File: src/rtl/cnt_down_timer.sv
// Loadable down-counting timer with one-shot / auto-reload modes and a
// registered one-cycle terminal-count pulse on each expiry.
module cnt_down_timer #(
  parameter int WIDTH = 8
) (
  input  logic             clk,
  input  logic             rstn,
  input  logic             pe,
  input  logic             ce,
  input  logic [WIDTH-1:0] d,
  input  logic             mode,
  input  logic             start,
  input  logic             stop,
  output logic [WIDTH-1:0] cnt,
  output logic             busy,
  output logic             done,
  output logic             tc
);

  typedef enum logic [1:0] {
    IDLE = 2'd0,
    RUN  = 2'd1,
    DONE = 2'd2
  } state_e;

  state_e           state_q, state_d;
  logic [WIDTH-1:0] cnt_q, cnt_d;
  logic [WIDTH-1:0] rld_q, rld_d;
  logic             tc_q, tc_d;
  logic             busy_q, busy_d;
  logic             done_q, done_d;

  always_comb begin
    state_d = state_q;
    cnt_d   = cnt_q;
    rld_d   = rld_q;
    tc_d    = 1'b0;
    if (pe) begin
      cnt_d   = d;
      rld_d   = d;
      state_d = IDLE;
    end else begin
      case (state_q)
        IDLE: if (start) state_d = RUN;
        RUN: begin
          if (stop) begin
            state_d = IDLE;
          end else if (ce) begin
            // Reaching zero is not the expiry; the next ce at zero is.
            if (cnt_q == '0) begin
              tc_d = 1'b1;
              if (mode) cnt_d = rld_q;
              else      state_d = DONE;
            end else begin
              cnt_d = cnt_q - 1'b1;
            end
          end
        end
        DONE: if (start) begin
          cnt_d   = rld_q;
          state_d = RUN;
        end
        default: state_d = IDLE;
      endcase
    end
    busy_d = (state_d == RUN);
    done_d = (state_d == DONE);
  end

  always_ff @(posedge clk) begin
    if (!rstn) begin
      state_q <= IDLE;
      cnt_q   <= '0;
      rld_q   <= '0;
      tc_q    <= 1'b0;
      busy_q  <= 1'b0;
      done_q  <= 1'b0;
    end else begin
      state_q <= state_d;
      cnt_q   <= cnt_d;
      rld_q   <= rld_d;
      tc_q    <= tc_d;
      busy_q  <= busy_d;
      done_q  <= done_d;
    end
  end

  assign cnt  = cnt_q;
  assign busy = busy_q;
  assign done = done_q;
  assign tc   = tc_q;

endmodule

File: config.mk
export PLATFORM = sky130hd
export DESIGN_NAME = cnt_down_timer
export DESIGN_NICKNAME = d
export VERILOG_FILES = /design/src/rtl/cnt_down_timer.sv
export SDC_FILE = /design/constraint.sdc
export NUM_CORES = 1
export LEC_CHECK = 0
export ABC_AREA = 1
export CORE_MARGIN = 2
export CORE_UTILIZATION = 30
export CTS_CLUSTER_SIZE = 10
export DETAILED_ROUTE_END_ITERATION = 8
export HOLD_SLACK_MARGIN = 0.06
export SETUP_SLACK_MARGIN = 0.2
export SLEW_MARGIN = 20
export SYNTH_ARGS = -nofsm -noshare
export SYNTH_HDL_FRONTEND = slang
export SYNTH_SLANG_ARGS = --single-unit
File: constraint.sdc
create_clock -name clk -period 2.2 [get_ports clk]
set_input_delay 0.22 -clock clk [delete_from_list [all_inputs] [get_ports clk]]
set_output_delay 0.22 -clock clk [all_outputs]
set_load 0.05 [all_outputs]
---- Word-level counts from Yosys, hierarchy flattened ----
Index checks and enable logic that the tools add are counted.
storage, ports and cells
  logic and storage cells ................. 39
  bits in registers ....................... 21
  bits of input ports ..................... 15
  output and inout bits ................... 11
cells by class
  bitwise logic cells ..................... 3
  equal/unequal tests ..................... 8
  $add $sub $neg .......................... 1
  reductions and logical operators ........ 6
  multiplexer cells ....................... 15
operators with widths
  cell                                                                    number
  8-bit 2-to-1 mux                                                        6
  8-bit case mux with 2 select lines                                      1
  2-bit 2-to-1 mux                                                        6
  3-bit inequality test (second input constant)                           3
  8-bit zero test                                                         1
  8-bit by 1-bit subtractor with 8-bit output (second input constant)     1
  5-bit AND reduction                                                     1
  5-bit OR reduction                                                      1
  2-bit by 1-bit equality test with 1-bit output (second input constant)  2
  2-bit equality test (second input constant)                             2
  4-bit inequality test (second input constant)                           1
  2-bit case mux with 2 select lines                                      1
  1-bit inverter                                                          3
  3-bit nonzero test                                                      1
  2-bit zero test                                                         1
  2-bit OR reduction                                                      1
  1-bit 2-to-1 mux                                                        1

---- Longest topological paths before layout ----
Gate-level depths: netlist (run 1).
  depth in word-level cells ............... 7
  mapped depth ............................ 11
  gate-level depth less buffers ........... 11

---- Worst setup path before layout (run 1) ----
Ideal clock, no wire load.
  path type ............................... reg2reg
  start point ............................. register cnt_q[0], in the netlist cnt[0]
  end point ............................... register cnt_q[6], in the netlist cnt[6]
  period minus slack after synthesis ...... 1769 ps
  data arrival time ....................... 1657 ps
  path buffers ............................ 0
  library setup time ...................... 111 ps
  path slack .............................. 431 ps
  data required time ...................... 2089 ps
  cell stages (with the launch flop) ...... 11
  cell sequence ........................... dfxtp_1 > inv_1 > ha_1 > nand3_1 > nor2_2 > nor2_1 > nand3_1 > nand2_1 > nand2_1 > nor2_1 > nor2_1
between the ends
  longest elaborated chain between the ends .. 6
  elaborated cells between the ends (all ways) .. 9
RTL lines
  what                                                                                   line    RTL
  start: declaration                                                                     27      logic [WIDTH-1:0] cnt_q, cnt_d;
  start signal: assignment                                                               80      cnt_q <= cnt_d;
  8-bit by 1-bit subtractor with 8-bit output / 8-bit zero test (equally long branches)  55, 50
  8-bit 2-to-1 mux                                                                       50      if (cnt_q == '0) begin
  8-bit 2-to-1 mux                                                                       48      end else if (ce) begin
  8-bit 2-to-1 mux                                                                       46      if (stop) begin
  8-bit case mux with 2 select lines                                                     43      case (state_q)
  8-bit 2-to-1 mux                                                                       38      if (pe) begin
Parallel ways exist; a longest one is shown, timed or not. The select of a mux whose other input is x is not followed.
A chain may end at the register's enable or synchronous reset.

---- Worst setup path in the final report (run 1) ----
  start point ............................. register cnt_q[2], in the netlist cnt[2]
  end point ............................... output cnt[2]
RTL lines
  what              line  RTL
  end: declaration  14    output logic [WIDTH-1:0] cnt,
No word-level cell between the ends.

==> parameters.txt, run 1 <==
Parameter                              Value

Layout
  Combined flip-flop and latch cell area ... 420 sq um
  Area of combinational cells with multiple inputs ... ~650 sq um
  Post-layout net count ... 232
  Total inserted antenna cells ... 0
  Proportion of layout cells with a drive suffix above 1 ... roughly a tenth
  Fill cells ... between 400 and 500
  Final core utilization ... just over 40%
  Area Growth Syn to Fin ... 29.4%

Timing
  Final worst-path cycle share ... between 70% and 80%
  Worst hold-check slack ... between 0.4 and 0.5 ns
  Slew at the pin with the worst max-slew slack ... 0.510 ns
  Max-slew headroom at the worst pin ... between 60% and 70%
  Peak clock frequency supported by timing ... around 570 MHz
  Clock Skew ... approximately 0.0031 ns
  Period minus WS final ... about 1.7 ns
  Worst Slack Setup Final ... around 0.46 ns
  Final count of hold timing violations ... 0
  Number of setup violations in the final report ... 0
  Unrepaired setup endpoints after global routing ... no
  Max Transition Viols Final ... 0
  Final sum of negative setup slack ... 0 ns

Global routing
  Via count of the first global-routing pass ... about 1.1k
  Maximum number of pins on one net before global-route repair ... 17
  Overflow left after global routing ... 0
  Overall routing resource usage ... between 10% and 20%
  Number of antenna violations at the first check in global routing ... 0
  First-pass GRT wire length ... between 4000 and 5000 microns

Synthesis
  Number of nets produced by synthesis ... 203
  Warnings, synthesis ... 0
  Post-synthesis cell type count ... 24
  Mean cell area of the mapped netlist ... around 6.4 sq um
  Mapped Area ... approximately 1200 sq um
  Sequential fraction of the synthesis area ... 35.4%
  FF+latch count, synth ... 21
  Cells after synthesis ... 186

Route
  First-pass DRT Iterations ... 4
  Final WL ... approximately 2900 microns
  Antenna-violating nets left ... 0
  Drt drc ... 0
  Wire per inst ... roughly 11 microns
  1st-iter DRT viols ... 74
  Average vias per placed instance ... about 4.5
  Overall via count from detail_route ... approximately 1.2k

Clock tree
  Clock transition time at the flip-flop clock pins of the worst setup and hold paths ... ~0.08 ns
  Cts bufs inserted ... 3
  Clk sink count ... 21
  Clock tree from TritonCTS ... done
  CTS Root Cell ... sky130_fd_sc_hd__clkbuf_8
  # H-tree levels ... 1
  Post-CTS setup-driven buffer insertion count ... 0
  Clock tree buffer depth ... 2
  Number of hold buffers added after CTS ... 0
  Post_cts resized ... 0
  Skew-Pair Late Insertion Delay ... 0.27 ns

Placement
  Global placer's final weighted congestion ... between 0.7 and 0.8
  Dpl ws ... roughly 0.50 ns
  Number of input and output port buffers inserted ... 25
  HPWL after detailed placement ... ~2200 microns

Setup path
  Element type at the critical path end ... output pin
  Startpoint types ... register
  Required time of the critical path ... a little under 2 ns
  Slowest cell on crit path ... sky130_fd_sc_hd__clkdlybuf4s50_1
  Family of cells with the greatest summed delay on the critical path ... buffers and inverters
  CP Data Arrival Time ... roughly 1.5 ns
  CP peak stage delay ... 0.83 ns
  Crit Path Class ... reg -> out
  Largest fanout on the critical path ... 4
  Ordered cell list for the critical path ... clkdlybuf4s50_1
  Count of buffer and inverter cells on the critical path ... 1

Status
  Run status ... finished, final reports clean

Floorplan
  Die span in y ... around 67 microns
  Starting density of the core ... between 30% and 40%
  Standard-cell row count ... 22
  Width of the die ... between 60 and 70 microns
  Number of top-level design ports ... 26
  Total die area ... around 4500 sq um
  Core Region ... approximately 3700 sq um

Run
  Count of max-cap constraint violations ... 0

Power
  Power per standard cell area ... between 600 and 700 nW/um^2
  Maximum ir drop on the vdd rail ... 0.000323 V
  Leak ... around 0.0007 uW

Min path
  Path category of the worst min-delay check ... reg -> reg
placed cells by master, fill, tap and decap left out:
cell                              instances
sky130_fd_sc_hd__xor2_1                   1
sky130_fd_sc_hd__nand4_4                  1
sky130_fd_sc_hd__nand3_2                  1
sky130_fd_sc_hd__nand3_1                 21
sky130_fd_sc_hd__o22ai_1                  4
sky130_fd_sc_hd__clkbuf_8                 3
sky130_fd_sc_hd__nor2_1                  31
sky130_fd_sc_hd__ha_1                     2
sky130_fd_sc_hd__inv_2                    3
sky130_fd_sc_hd__a21boi_0                 1
sky130_fd_sc_hd__dfxtp_1                 21
sky130_fd_sc_hd__buf_4                    3
sky130_fd_sc_hd__clkinv_1                 1
sky130_fd_sc_hd__a22oi_1                  1
sky130_fd_sc_hd__xnor2_1                  1
sky130_fd_sc_hd__clkdlybuf4s50_1         25
sky130_fd_sc_hd__inv_1                   20
sky130_fd_sc_hd__nand2_1                 55
sky130_fd_sc_hd__clkinv_2                 1
sky130_fd_sc_hd__nor4_1                   1
sky130_fd_sc_hd__nand3b_1                 1
sky130_fd_sc_hd__o21ai_0                  3
sky130_fd_sc_hd__a21oi_1                  5
sky130_fd_sc_hd__nor2_2                   3
sky130_fd_sc_hd__nand2_2                  5
report_power, final:
| group | switching [uW] | internal, uW | total (uW) |
|---|---|---|---|
| Combinational | 233 | 140 | 373 |
| Clock | 135 | 127 | 261 |
| Sequential | 22.4 | 407 | 429 |
| Total | 390 | 673 | 1060 |
registers in the layout, indices dropped and copies added (netlist names):
signal / count
done: 1
state_q: 2
tc: 1
cnt: 8
rld_q: 8
busy: 1
cells in the mapped netlist, drive strengths merged:
cell	n	area share (%)
buf	3	2.2
inv	23	7.3
a21oi	5	2.1
clkinv	1	0.32
o22ai	4	2.1
clkbuf	1	0.32
o21ai	3	1.3
xnor2	1	0.74
xor2	1	0.74
nand2	60	20
dfxtp	21	35
nand3	22	9.7
nand3b	1	0.63
a21boi	1	0.63
nand4	1	1.8
nor4	1	0.53
a22oi	1	0.63
ha	2	2.1
nor2	34	11
per-layer routing:
layer | global-route usage [%] | vias to the layer above | share of wire (%)
li1 | - | 636 | -
met4 | 4.59 | 0 | 0.94
met3 | 3.89 | 2 | 4.9
met1 | 18.7 | 525 | 49
met5 | 0 | - | 0
met2 | 23.8 | 29 | 45
cell families (layout without fill, tap and decap cells):
group | count (synthesis) | count (layout) | synth area share (%)
buffers and inverters | 28 | 56 | 10.1
XOR/XNOR | 2 | 2 | 1.48
AO/OA/AOI/OAI | 14 | 14 | 6.75
flip-flops | 21 | 21 | 35.4
AND/OR/NAND/NOR | 119 | 119 | 44.1
adder cells (fa/ha/maj) | 2 | 2 | 2.11
per-stage QoR:
stage / cell area (sq um) / power, uW / instances
5_1_grt: 1540 / 1140 / 262
3_5_place_dp: 1490 / 811 / 258
6_report: 1540 / 1060 / 262
2_1_floorplan: 1190 / 704 / 186
4_1_cts: 1540 / 1070 / 262
3_3_place_gp: 1490 / 810 / 258
path summary, 6_finish.rpt:
path,from,endpoint,slack [ns],depth (start not counted)
worst max-delay path,cnt[2],cnt[2],0.46,1
worst min-delay path,rld_q[4],rld_q[4],0.47,2
worst max register to register,cnt[0],cnt[7],0.64,10
worst min register to register,rld_q[4],rld_q[4],0.47,2
layout make-up:
class	count	share of cell area, %
clock buffer	3	2.69
multi-input combinational	137	42.1
sequential	21	27.4
clock inverter	1	0.326
inverter	24	5.87
timing repair buffer	28	17.8
tap	48	3.91
No activity file was read; power rests on OpenSTA's default activity.
==> run 2, diff against run 1 <==
Clock period 2.2 ns to 1.79 ns, I/O delays scaled along.
==> run 2 against run 1 <==
Effect of this change:
- power rose by 24%
- global-route usage fell by 0.54 points
- setup slack got worse by 0.22 ns
- cell count rose by 0.76%
- largest cell class unchanged
==> parameters.txt, run 2 (synthesis gave the netlist of run 1 again) <==
Parameter                              Value

Layout
  Most common cell after layout, fill and taps aside ... sky130_fd_sc_hd__nand2_1
  Area Growth Syn to Fin ... 31.5%
  Proportion of layout cells with a drive suffix above 1 ... 11.6% (+2.2 points)
  Commonest non-fill, non-tap cells in the layout ... sky130_fd_sc_hd__nand2_1 (55), sky130_fd_sc_hd__nor2_1 (31), sky130_fd_sc_hd__nand3_1 (21)
  Fill cells ... 435 (-0.46%)
  Post-layout net count ... 234 (+0.86%)
  Number of cells in the finished layout apart from fillers ... 264 (+0.76%)
  Total inserted antenna cells ... 0 (unchanged)

Floorplan
  Number of top-level design ports ... 26 (unchanged)
  Core Region ... 3740 sq um (unchanged)
  Die span in y ... 66.9 microns (unchanged)
  Total die area ... 4470 sq um (unchanged)
  Standard-cell row count ... 22 (unchanged)
  Width of the die ... 66.9 microns (unchanged)
  Starting density of the core ... 31.7% (unchanged)

Setup path
  Ordered cell list for the critical path ... clkdlybuf4s50_1
  Element type at the critical path end ... output pin
  CP peak stage delay ... 0.79 ns (-0.04 ns)
  Count of buffer and inverter cells on the critical path ... 1 (unchanged)
  Startpoint types ... register
  CP Data Arrival Time ... 1.37 ns (-0.15 ns)
  Required time of the critical path ... 1.61 ns (-0.37 ns)
  Slowest cell on crit path ... sky130_fd_sc_hd__clkdlybuf4s50_1
  Crit Path Class ... reg -> out
  Family of cells with the greatest summed delay on the critical path ... buffers and inverters
  Largest fanout on the critical path ... 1 (-3)

Timing
  Clock Skew ... 0.00720 ns (+0.00412 ns)
  Final worst-path cycle share ... around 87%
  Peak clock frequency supported by timing ... 644 MHz
  Final count of hold timing violations ... 0 (unchanged)
  Final sum of negative setup slack ... 0 ns (unchanged)
  Slew at the pin with the worst max-slew slack ... 0.506 ns (-0.00433 ns)
  Period minus WS final ... about 1.6 ns
  Max-slew headroom at the worst pin ... 66.2% (+0.34 points)
  Worst Slack Setup Final ... 0.237 ns (-0.220 ns)
  Max Transition Viols Final ... 0 (unchanged)
  Number of setup violations in the final report ... 0 (unchanged)
  Unrepaired setup endpoints after global routing ... no

Placement
  Dpl ws ... 0.179 ns (-0.319 ns)
  HPWL after detailed placement ... 2200 microns (+0.84%)
  Number of input and output port buffers inserted ... 25 (unchanged)
  Global placer's final weighted congestion ... 0.849 (+7.0%)
  Total instance count after detailed placement ... 260 (+0.78%)

Global routing
  Met1 track demand over resource in global routing ... 17.7% (-0.96 points)
  Number of antenna violations at the first check in global routing ... 0 (unchanged)
  Maximum number of pins on one net before global-route repair ... 17 (unchanged)
  Global routing usage on met3 ... 2.87% (-1.0 points)
  Overflow left after global routing ... 0 (unchanged)
  Via count of the first global-routing pass ... 1095 (-2.5%)
  Global-route track usage on met2 ... 22.6% (-1.1 points)
  Routing layer with the top usage in global route ... met2
  First-pass GRT wire length ... 4750 microns (-4.8%)
  Overall routing resource usage ... 14.1% (-0.54 points)

Route
  Wire per inst ... 10.7 microns (-2.7%)
  Average vias per placed instance ... 4.42 (-2.9%)
  Final WL ... 2820 microns (-2.0%)
  Overall via count from detail_route ... 1166 (-2.2%)
  First-pass DRT Iterations ... 4 (unchanged)
  1st-iter DRT viols ... 48 (-35%)
  Drt drc ... 0 (unchanged)
  Antenna-violating nets left ... 0 (unchanged)

Status
  Run status ... finished, final reports clean

Power
  Share of total power consumed by net switching ... 37.2% (+0.54 points)
  Total Power Consumption ... 1320 uW (+24%)
  Share of power burned in the clock network ... 25.0% (+0.4 points)
  Part of the power in combinational logic ... 34.9% (about the same)
  Power per standard cell area ... 843 nW/um^2 (+22%)
  Pint ... 826 uW (+23%)
  Part of the total power dissipated in sequential elements ... 40.1% (-0.3 points)
  Net switching power ... 490 uW (+26%)
  Leak ... 0.000773 uW (+11%)
  Maximum ir drop on the vdd rail ... 0.000383 V (+19%)

Clock tree
  Post-CTS setup-driven buffer insertion count ... 0 (unchanged)
  Cts bufs inserted ... 3 (unchanged)
  Clock tree buffer depth ... 2 (unchanged)
  Clock tree from TritonCTS ... done
  Skew-Pair Late Insertion Delay ... 0.27 ns (about the same)
  # H-tree levels ... 1 (unchanged)
  Clock transition time at the flip-flop clock pins of the worst setup and hold paths ... 0.08 ns (about the same)
  CTS Root Cell ... sky130_fd_sc_hd__clkbuf_8
  Clk sink count ... 21 (unchanged)

Min path
  Path category of the worst min-delay check ... reg -> reg

Run
  Count of max-cap constraint violations ... 0 (unchanged)
-- run 2: changes by cell type in the layout (fill, tap and decap cells not counted), sizes merged --
cell           change
buf                +2
clkdlybuf4s50     -10
clkinv             -1
clkinvlp           +1
dlygate4sd2        +8
dlymetal6s2s       +2
-- run 2: power by group through the flow --
stage                     Combinational (uW)  Sequential, uW  Clock, uW
after floorplan                          257             609          0
after global placement                   469             540          0
after detailed placement                 468             540          0
after CTS                                456             528        346
after global routing                     517             533        363
final                                    459             528        329
-- run 2: metal layers --
metal | routed length (microns) | part of all wire, % | vias to the layer above
li1 | - | - | 639
met1 | 1420 | 50 | 504
met2 | 1260 | 44 | 18
met3 | 88 | 3.1 | 5
met4 | 60 | 2.1 | 0
met5 | 0 | 0 | -
-- run 2: worst paths after layout --
check,depth (start not counted),to,slack [ns],start
setup reg to reg,9,cnt[3],0.34,cnt[2]
setup / recovery,1,done,0.24,done
hold reg to reg,2,rld_q[3],0.47,rld_q[3]
hold / removal,2,rld_q[3],0.47,rld_q[3]
-- run 2: area by class of cell --
cell class | count | area, sq um | area share, %
clock buffer | 3 | 41.3 | 2.65
clock inverter | 1 | 7.51 | 0.481
inverter | 24 | 90.1 | 5.77
multi-input combinational | 137 | 656 | 42.0
sequential | 21 | 423 | 27.1
tap | 48 | 60.1 | 3.85
timing repair buffer | 30 | 283 | 18.1
-- run 2: metrics by stage --
| step | hold slack, ns | instance area [sq um] | util [%] |
|---|---|---|---|
| 3_3_place_gp | 0.453 | 1510 | 40.2 |
| 3_5_place_dp | 0.460 | 1510 | 40.2 |
| 4_1_cts | 0.470 | 1550 | 41.3 |
| 6_report | 0.467 | 1560 | 41.7 |
| 2_1_floorplan | 0.318 | 1190 | - |
| 5_1_grt | 0.494 | 1560 | 41.7 |
-- run 2: timing repair --
action	CTS	global route
resized for setup	8	5
cloned	0	0
pin swaps	0	1
endpoints found under the setup margin	8	7
hold buffers	0	0
==> run 3, diff against run 2 <==
Clock period 1.79 ns to 1.3 ns, I/O delays scaled along.
==> run 3 against run 2 <==
Effect of this change:
- the run now ends with negative setup slack left
- via count increased by 15%
- die area unchanged
- sequential cell count unchanged
- combinational power increased by 100%
- power increased by 61%
- hold slack got worse by 0.099 ns
- core utilization increased by 13 points
- clock-buffer cell count unchanged
- clock skew decreased by 0.0026 ns
- non-clock buffer count increased by 25
- register-to-register slack got worse by 0.36 ns
- critical path depth increased by 10
- critical path type is now reg -> reg
- largest cell class unchanged
- largest power group is now combinational cells
==> parameters.txt, run 3 (synthesis gave the netlist of run 1 again) <==
Parameter                              Value

Run
  Count of max-cap constraint violations ... 0 (unchanged)

Power
  Total Power Consumption ... 2120 uW (+61%)
  Leak ... 0.000940 uW (+22%)
  Maximum ir drop on the vdd rail ... 0.000555 V (+45%)
  Power per standard cell area ... 1040 nW/um^2 (+24%)

Clock tree
  Clock tree buffer depth ... 2 (unchanged)
  Clock tree from TritonCTS ... done
  CTS Root Cell ... sky130_fd_sc_hd__clkbuf_8
  Cts bufs inserted ... 3 (unchanged)
  Clock transition time at the flip-flop clock pins of the worst setup and hold paths ... 0.08 ns (about the same)
  Clk sink count ... 21 (unchanged)
  # H-tree levels ... 1 (unchanged)
  Skew-Pair Late Insertion Delay ... 0.27 ns (about the same)

Timing
  Max Transition Viols Final ... 0 (unchanged)
  Final sum of negative setup slack ... -0.112 ns (-0.112 ns)
  Slew at the pin with the worst max-slew slack ... 0.457 ns (-0.0490 ns)
  Number of setup violations in the final report ... 8 (+8)
  Max-slew headroom at the worst pin ... 69.2% (+3.0 points)
  Worst Slack Setup Final ... -0.0242 ns (-0.261 ns)
  Clock Skew ... 0.00455 ns (-0.00264 ns)
  Final count of hold timing violations ... 0 (unchanged)
  Unrepaired setup endpoints after global routing ... yes
  Final worst-path cycle share ... 102%
  Period minus WS final ... between 1 and 1.5 ns
  Peak clock frequency supported by timing ... roughly 760 MHz

Floorplan
  Width of the die ... 66.9 microns (unchanged)
  Standard-cell row count ... 22 (unchanged)
  Starting density of the core ... 31.7% (unchanged)
  Number of top-level design ports ... 26 (unchanged)
  Total die area ... 4470 sq um (unchanged)
  Die span in y ... 66.9 microns (unchanged)
  Core Region ... 3740 sq um (unchanged)

Route
  Antenna-violating nets left ... 0 (unchanged)
  Final WL ... 3300 microns (+17%)
  Average vias per placed instance ... 4.62 (+4.5%)
  Drt drc ... 0 (unchanged)
  Overall via count from detail_route ... 1339 (+15%)
  1st-iter DRT viols ... 60 (+25%)
  First-pass DRT Iterations ... 4 (unchanged)
  Wire per inst ... 11.4 microns (+6.3%)

Setup path
  Required time of the critical path ... 1.47 ns (-0.14 ns)
  CP peak stage delay ... 0.37 ns (-0.42 ns)
  Startpoint types ... register
  Element type at the critical path end ... register
  Slowest cell on crit path ... sky130_fd_sc_hd__dfxtp_4
  Crit Path Class ... reg -> reg
  Largest fanout on the critical path ... 7 (+6)
  CP Data Arrival Time ... 1.49 ns (+0.12 ns)
  Ordered cell list for the critical path ... inv_4 -> ha_4 -> nand3_4 -> inv_2 -> nand2_4 -> nand2_4 -> nand2_2 -> nand3_2 -> nand2_1 -> nor2_1 -> nor2_1

Placement
  Total instance count after detailed placement ... 283 (+8.8%)
  Number of input and output port buffers inserted ... 25 (unchanged)
  Global placer's final weighted congestion ... 0.835 (-1.7%)
  HPWL after detailed placement ... 2400 microns (+9.4%)

Status
  Violations in the final reports ... negative setup slack
  Run status ... complete, but fails checks

Global routing
  Number of antenna violations at the first check in global routing ... 0 (unchanged)
  Overall routing resource usage ... 17.3% (+3.3 points)
  Overflow left after global routing ... 0 (unchanged)
  First-pass GRT wire length ... 5740 microns (+21%)
  Maximum number of pins on one net before global-route repair ... 13 (-4)
  Via count of the first global-routing pass ... 1255 (+15%)

Min path
  Path category of the worst min-delay check ... in -> reg

Layout
  Final core utilization ... 54.2% (+13 points)
  Most common cell after layout, fill and taps aside ... sky130_fd_sc_hd__nand2_1
  Total inserted antenna cells ... 0 (unchanged)
  Number of cells in the finished layout apart from fillers ... 290 (+9.8%)
  Proportion of layout cells with a drive suffix above 1 ... 35.5% (+24 points)
  Commonest non-fill, non-tap cells in the layout ... sky130_fd_sc_hd__nand2_1 (52), sky130_fd_sc_hd__buf_4 (30), sky130_fd_sc_hd__nor2_1 (28)
  Post-layout net count ... 260 (+11%)
  Area Growth Syn to Fin ... 71.0%
-- run 3: cell types whose count changed in the layout (fill, tap and decap cells not counted), moves of 3 or more --
| cell | previous run | this run |
|---|---|---|
| sky130_fd_sc_hd__dlygate4sd2_1 | 8 | 0 |
| sky130_fd_sc_hd__buf_4 | 5 | 30 |
| sky130_fd_sc_hd__nand3_1 | 21 | 17 |
| sky130_fd_sc_hd__nor2_1 | 31 | 28 |
| sky130_fd_sc_hd__nor2_4 | 0 | 4 |
| sky130_fd_sc_hd__dfxtp_1 | 19 | 13 |
| sky130_fd_sc_hd__dfxtp_4 | 0 | 6 |
| sky130_fd_sc_hd__nand2_1 | 55 | 52 |
| sky130_fd_sc_hd__buf_12 | 0 | 11 |
| sky130_fd_sc_hd__nand2_2 | 3 | 6 |
-- run 3: power by group --
part	switching, uW	total, uW	leakage (uW)	internal [uW]
clock	236	450	0.0000255	214
sequential	41.4	735	0.000177	693
combinational	496	934	0.000737	438
-- run 3: worst paths after layout --
check	from	endpoint	slack, ns	cells past startpoint
setup / recovery	cnt[1]	cnt[1]	-0.02	11
hold reg to reg	rld_q[3]	rld_q[3]	0.47	2
setup reg to reg	cnt[1]	cnt[1]	-0.02	11
hold / removal	pe	rld_q[6]	0.37	4
-- run 3: what timing repair did --
action,4_1_cts,5_1_grt
pin swaps,5,10
endpoints found under the setup margin,14,17
cloned,1,0
setup buffers,0,2
hold buffers,0,0
resized for setup,10,10
-- run 3: cell type report --
class / count / area (sq um)
clock inverters: 1 / 5.00
clock buffers: 3 / 41.3
flip-flops and latches: 21 / 445
fillers: 364 / 1720
inverters: 24 / 95.1
repair buffers: 55 / 588
multi-input cells: 138 / 793
well taps: 48 / 60.1
-- run 3: routing by layer --
metal  wire length [microns]  track usage [%]
met1                    1560             22.8
met2                    1580             27.1
met3                      74             2.20
met4                      87             9.69
met5                       0                0
-- run 3: worst max-delay path, delay by kind of cell (launching register included) --
family	cells	cell delay (ns)
fa+ha+maj	1	0.14
simple gates	8	0.58
flops	1	0.37
buf+inv	2	0.14
-- run 3: metrics by stage --
| stage | instance area (sq um) | setup slack (ns) | hold WS [ns] |
|---|---|---|---|
| 2_1_floorplan | 1260 | -0.0290 | 0.270 |
| 4_1_cts | 1970 | -0.0191 | 0.446 |
| 6_report | 2030 | -0.0242 | 0.368 |
| 3_3_place_gp | 1870 | -0.215 | 0.448 |
| 3_5_place_dp | 1870 | -0.230 | 0.454 |
| 5_1_grt | 2030 | -0.151 | 0.382 |
